### src/rtl/cpu_sequencer.sv
// cpu_sequencer: multi-cycle controller for the RISC-V lab datapath.
// Walks each instruction through FETCH/EXEC and, for memory ops, LOAD+WB
// or STORE, so the synchronous ROM and RAM latencies are honoured. It gates
// the datapath enables, halts on unknown opcodes, supports single-step
// debug and keeps a saturating count of retired instructions.
module cpu_sequencer #(
    parameter int ROM_LAT = 1,
    parameter int RAM_LAT = 1,
    parameter int CNT_W   = 16
) (
    input  logic             CLOCK_50,
    input  logic             reset,
    input  logic             start,
    input  logic             step_mode,
    input  logic             step,
    input  logic [6:0]       opcode,
    input  logic             ctrl_regwrite,
    input  logic             ctrl_memread,
    input  logic             ctrl_memwrite,
    output logic             pc_clr,
    output logic             pc_we,
    output logic             rf_we,
    output logic             mem_rden,
    output logic             mem_wren,
    output logic             busy,
    output logic             halted,
    output logic [2:0]       state,
    output logic [CNT_W-1:0] instr_count
);

    typedef enum logic [2:0] {
        S_IDLE  = 3'd0,
        S_FETCH = 3'd1,
        S_EXEC  = 3'd2,
        S_LOAD  = 3'd3,
        S_WB    = 3'd4,
        S_STORE = 3'd5,
        S_PAUSE = 3'd6,
        S_HALT  = 3'd7
    } state_t;

    // Wait counters only need to reach LAT-1, so size them to that range.
    localparam int FW = (ROM_LAT > 1) ? $clog2(ROM_LAT) : 1;
    localparam int RW = (RAM_LAT > 1) ? $clog2(RAM_LAT) : 1;

    state_t           r_state;
    logic [FW-1:0]    r_fetchCnt;
    logic [RW-1:0]    r_ramCnt;
    logic [CNT_W-1:0] r_count;

    logic w_validOp;
    logic w_execRetire;
    logic w_retire;

    // Decode the opcode class and the retire condition for the current cycle.
    always_comb begin
        w_validOp    = (opcode == 7'b0110011) || (opcode == 7'b0010011) ||
                       (opcode == 7'b0100011) || (opcode == 7'b0000011) ||
                       (opcode == 7'b1100011) || (opcode == 7'b1101111) ||
                       (opcode == 7'b1100111);
        w_execRetire = (r_state == S_EXEC) && w_validOp &&
                       !ctrl_memread && !ctrl_memwrite;
        w_retire     = w_execRetire || (r_state == S_WB) || (r_state == S_STORE);
    end

    // Sequencer state, latency counters and the retired-instruction counter.
    always_ff @(posedge CLOCK_50 or posedge reset) begin
        if (reset) begin
            r_state    <= S_IDLE;
            r_fetchCnt <= '0;
            r_ramCnt   <= '0;
            r_count    <= '0;
        end else begin
            case (r_state)
                S_IDLE, S_HALT: begin
                    if (start) begin
                        r_state    <= S_FETCH;
                        r_fetchCnt <= '0;
                        r_count    <= '0;
                    end
                end
                S_FETCH: begin
                    if (r_fetchCnt == FW'(ROM_LAT - 1)) begin
                        r_state    <= S_EXEC;
                        r_fetchCnt <= '0;
                    end else begin
                        r_fetchCnt <= r_fetchCnt + 1'b1;
                    end
                end
                S_EXEC: begin
                    if (!w_validOp) begin
                        r_state <= S_HALT;
                    end else if (ctrl_memread) begin
                        r_state  <= S_LOAD;
                        r_ramCnt <= '0;
                    end else if (ctrl_memwrite) begin
                        r_state <= S_STORE;
                    end else begin
                        r_state    <= step_mode ? S_PAUSE : S_FETCH;
                        r_fetchCnt <= '0;
                    end
                end
                S_LOAD: begin
                    if (r_ramCnt == RW'(RAM_LAT - 1)) begin
                        r_state  <= S_WB;
                        r_ramCnt <= '0;
                    end else begin
                        r_ramCnt <= r_ramCnt + 1'b1;
                    end
                end
                S_WB, S_STORE: begin
                    r_state    <= step_mode ? S_PAUSE : S_FETCH;
                    r_fetchCnt <= '0;
                end
                S_PAUSE: begin
                    if (step || !step_mode) begin
                        r_state    <= S_FETCH;
                        r_fetchCnt <= '0;
                    end
                end
                default: r_state <= S_IDLE;
            endcase

            if (w_retire && (r_count != {CNT_W{1'b1}})) begin
                r_count <= r_count + 1'b1;
            end
        end
    end

    // Datapath enables decoded from the state; only EXEC looks at the opcode.
    always_comb begin
        pc_clr   = !reset && start && ((r_state == S_IDLE) || (r_state == S_HALT));
        pc_we    = w_retire;
        rf_we    = (w_execRetire && ctrl_regwrite) || (r_state == S_WB);
        mem_rden = (r_state == S_LOAD);
        mem_wren = (r_state == S_STORE);
        busy     = (r_state == S_FETCH) || (r_state == S_EXEC) ||
                   (r_state == S_LOAD)  || (r_state == S_WB)   ||
                   (r_state == S_STORE);
        halted   = (r_state == S_HALT);
    end

    assign state       = r_state;
    assign instr_count = r_count;

endmodule

### config.mk
export PLATFORM = sky130hd
export DESIGN_NAME = cpu_sequencer
export DESIGN_NICKNAME = d
export VERILOG_FILES = /design/src/rtl/cpu_sequencer.sv
export SDC_FILE = /design/constraint.sdc
export NUM_CORES = 1
export LEC_CHECK = 0
export ABC_AREA = 1
export BUFFER_PORTS_ARGS = -buffer_cell sky130_fd_sc_hd__clkbuf_2
export CORE_ASPECT_RATIO = 1.25
export CORE_MARGIN = 4
export CORE_UTILIZATION = 51
export DETAILED_ROUTE_END_ITERATION = 8
export HOLD_SLACK_MARGIN = 0.05
export PLACE_DENSITY = 0.79
export SYNTH_ARGS = -nofsm -noshare
export SYNTH_HDL_FRONTEND = slang
export SYNTH_SLANG_ARGS = --single-unit
export TNS_END_PERCENT = 20
### constraint.sdc
create_clock -name CLOCK_50 -period 2.4 [get_ports CLOCK_50]
set_input_delay 0.72 -clock CLOCK_50 [delete_from_list [all_inputs] [get_ports CLOCK_50]]
set_output_delay 0.72 -clock CLOCK_50 [all_outputs]
set_load 0.02 [all_outputs]
==> impl_results.md <==
* WP data arrival at approximately 1.6 ns
* RR Endpoint: instr_count[15]$_DFFE_PP0P_
* Synthesized area at about 1400 µm²
* Pleak at between 0.9 and 1 nW
* Worst VDD drop at approximately 500 µV
* Psw at roughly 0.66 mW
* Die Area at 3630 µm²
* Fill count at 255
* Syn nets at ~210
* Fin nets at 258
* Crit path largest cell delay at roughly 0.46 ns
* DRC errors left at 0
* Inserted Clock Buffers at 3
* R2R setup slack at 0.75 ns
* Clock Skew at 0.006934 ns
* Clock Sinks at 19
* Cell internal pwr at 0.6614 mW
* Gr ovfl total at 0
* Chip height at about 66 µm
* Largest net degree at the start of global routing at 20
* Pre-antenna DRT Iters at 4
* Synth Register Bits at 19
* Fin crit share at 0.9487
* Cell family with most CP delay: simple AND/OR/NAND/NOR gates
* Placed Area at ~1600 µm²
* Worst r2r src: instr_count[0]$_DFFE_PP0P_
* Yosys top cell area share at 0.3420
* Startpoint types: register
* Initial Util at 0.5500
* Critical Path End Type: output pin
* Synthesized instance count at between 150 and 200
* Clock Latency Late Sink at between 0.3 and 0.4 ns
* Area contributors post-synth: dfrtp_1, nand2_1, nand3_1, inv_1, nor2_1
* Global-route wire length before repair at around 5300 µm
* Reg2reg path depth at 8
* Yosys top cell by area: dfrtp_1
* CP most frequent cell: nand3_2
* Comb pwr share at 0.534
* Critical path depth at 6
* # hold bufs at CTS at 0
* Max_cap viols at 0
* Cell Pwr Density at 803.9 nW/µm²
* Met3 usage at 0.02935
* Worst Hold Class: input pin to async pin
* Die width at 54.70 µm
* Run status: complete, no violations
* Final GP Congestion at 0.8406
* End point of the critical path: pc_we
* CP max-delay cell: dfrtp_2
* Half-perimeter wire length after placement at 2470 µm
* Final Util at 0.6525
* Slew margin rel. at 0.5189
* # port buffers at 40
* Worst path buffer plus inverter count at 2
* Routing usage on met1 at 0.2241
* Number of global-route vias before repair at about 1300
* RSZ-0062 raised after global routing: false
* Clock Power Share at 0.126
* Vias/cell at between 5 and 6
* Max Fclk at between 400 and 500 MHz
* Hold Vio Cnt, Final at 0
* Seq/Total Area, Yosys at 0.3420
* Endpoints failing setup at 0
* Number of H-tree levels at 1
* CTS tree: done
* I/O pin count at 41
* Path type of the worst setup path: register to output pin
* Drt total wl at 3203 µm
* Busiest grt layer: met2
* Num rows at 20
* Worst-path clk slew at between 0.1 and 0.15 ns
* Layout area overhead at 18.63%
* Share of power burned in registers at 0.340
* Slew of the pin with the lowest slew margin at around 0.7 ns
* Root Buffer: clkbuf_4
* Mean post-synth cell area at about 7.1 µm²
* Cell chain of the critical path: inv_1 -> nand3_2 -> nor2_2 -> nand3_2 -> nand2_2 -> clkbuf_2
* Layout cells sized above 1 at 0.2988
* Setup TNS at 0 ns
* Crit Path Max Fanout at 6
* Core area at approximately 2500 µm²
* Starting DRT DRC Count at 28
* Initial antenna violation count at 0
* All-Layer GR Usage at 0.1969
* Pins over their slew limit at 0
* Net Sw Frac at 0.5011
* Critical Path Source: state[0]$_DFFE_PP0P_
* Via count at around 1400
* Met2 Use GR at 0.3521
* WL/cell at between 10 and 15 µm
* Post-route cell area at approximately 1600 µm²
* Post-route ant nets at 0
* Clock Tree Buf Depth at 2
* # diodes at 0
* Min cycle time layout at between 2 and 2.5 ns
* Pwr Total at approximately 1.3 mW
* Yosys warnings at 0
* Cell variety after synth at 25
* Crit path required time at between 1.5 and 2 ns
synthesized netlist by cell type:
library cell  number
a21oi_1            5
nand3b_1           1
nand2_2            3
buf_6              1
or2_2              1
inv_2              1
nor3_1             2
nand2_1           64
a31oi_1            1
buf_4              1
a21oi_4            1
nand2_4            2
inv_1             20
dfrtp_1           19
nor2_4             2
nor2_1            20
nand3_2            7
nand3_1           21
o21ai_0            8
xnor2_1            5
xor2_1             5
ha_1               1
buf_12             1
nand4_1            1
nor2_2             4
sequential cells by signal, summed over array words and instances, names as in the netlist:
signal	flops
instr_count	16
state	3
worst min-delay path by stage:
stage,start,end,slack (ns),cells after the start
2_1_floorplan,instr_count[12]$_DFFE_PP0P_,instr_count[12]$_DFFE_PP0P_,0.64,2
3_3_place_gp,instr_count[12]$_DFFE_PP0P_,instr_count[12]$_DFFE_PP0P_,0.55,2
3_5_place_dp,instr_count[12]$_DFFE_PP0P_,instr_count[12]$_DFFE_PP0P_,0.55,2
4_1_cts,reset,instr_count[9]$_DFFE_PP0P_,0.53,2
5_1_grt,reset,instr_count[9]$_DFFE_PP0P_,0.57,2
6_report,reset,instr_count[9]$_DFFE_PP0P_,0.51,2
kinds of logic after synthesis:
kind of cell | after synthesis | share of synthesized area
buffers and inverters | 24 | 0.08461
DFF | 19 | 0.3420
adders and majority gates | 1 | 0.008999
xor gates and xnor gates | 10 | 0.06300
AOI/OAI and AO/OA | 15 | 0.06301
and+or+nand+nor | 128 | 0.4383
cell usage in the layout (no fill, tap or decap), drive strengths merged:
master | Yosys | final
nor2 | 26 | 26
a21oi | 6 | 6
ha | 1 | 1
xor2 | 5 | 5
nand4 | 1 | 1
clkinv | 0 | 1
inv | 21 | 21
nand2 | 69 | 69
xnor2 | 5 | 5
nand3 | 28 | 28
dfrtp | 19 | 19
clkbuf | 0 | 42
buf | 3 | 4
nand3b | 1 | 1
a31oi | 1 | 1
o21ai | 8 | 8
nor3 | 2 | 2
or2 | 1 | 1
timing repair:
item,in CTS,in global routing
gates resized for setup,0,6
buffers inserted,0,2
endpoints found under the setup margin,0,3
layout make-up:
type,instances,area [µm²],share of cell area
flip-flops and latches,19,479.2,0.2906
inverters,21,78.83,0.04780
multi-input cells,154,799.5,0.4848
repair buffers,43,222.7,0.1351
clock buffers,3,22.52,0.01366
well taps,33,41.29,0.02504
clock inverters,1,5.005,0.003035
power groups by stage:
stage	Clock (mW)	Combinational [mW]	Sequential, mW
after global placement	0	0.664	0.455
after floorplan	0	0.473	0.499
final	0.167	0.708	0.451
after detailed placement	0	0.676	0.456
after global routing	0.187	0.783	0.460
after CTS	0.170	0.678	0.451
through the flow:
step           setup slack, ns  hold slack (ns)  cells
4_1_cts                0.06067           0.5341    272
5_1_grt               0.001877           0.5750    274
6_report                0.1230           0.5061    274
3_3_place_gp            0.1095           0.5496    268
3_5_place_dp           0.06392           0.5524    268
2_1_floorplan          0.05576           0.6351    197
routing by layer:
| metal | part of all wire | vias up |
|---|---|---|
| li1 | - | 709 |
| met1 | 0.41 | 636 |
| met2 | 0.50 | 57 |
| met3 | 0.080 | 7 |
| met4 | 0.019 | 0 |
| met5 | 0 | - |
Power figures use the tool's default switching activity.
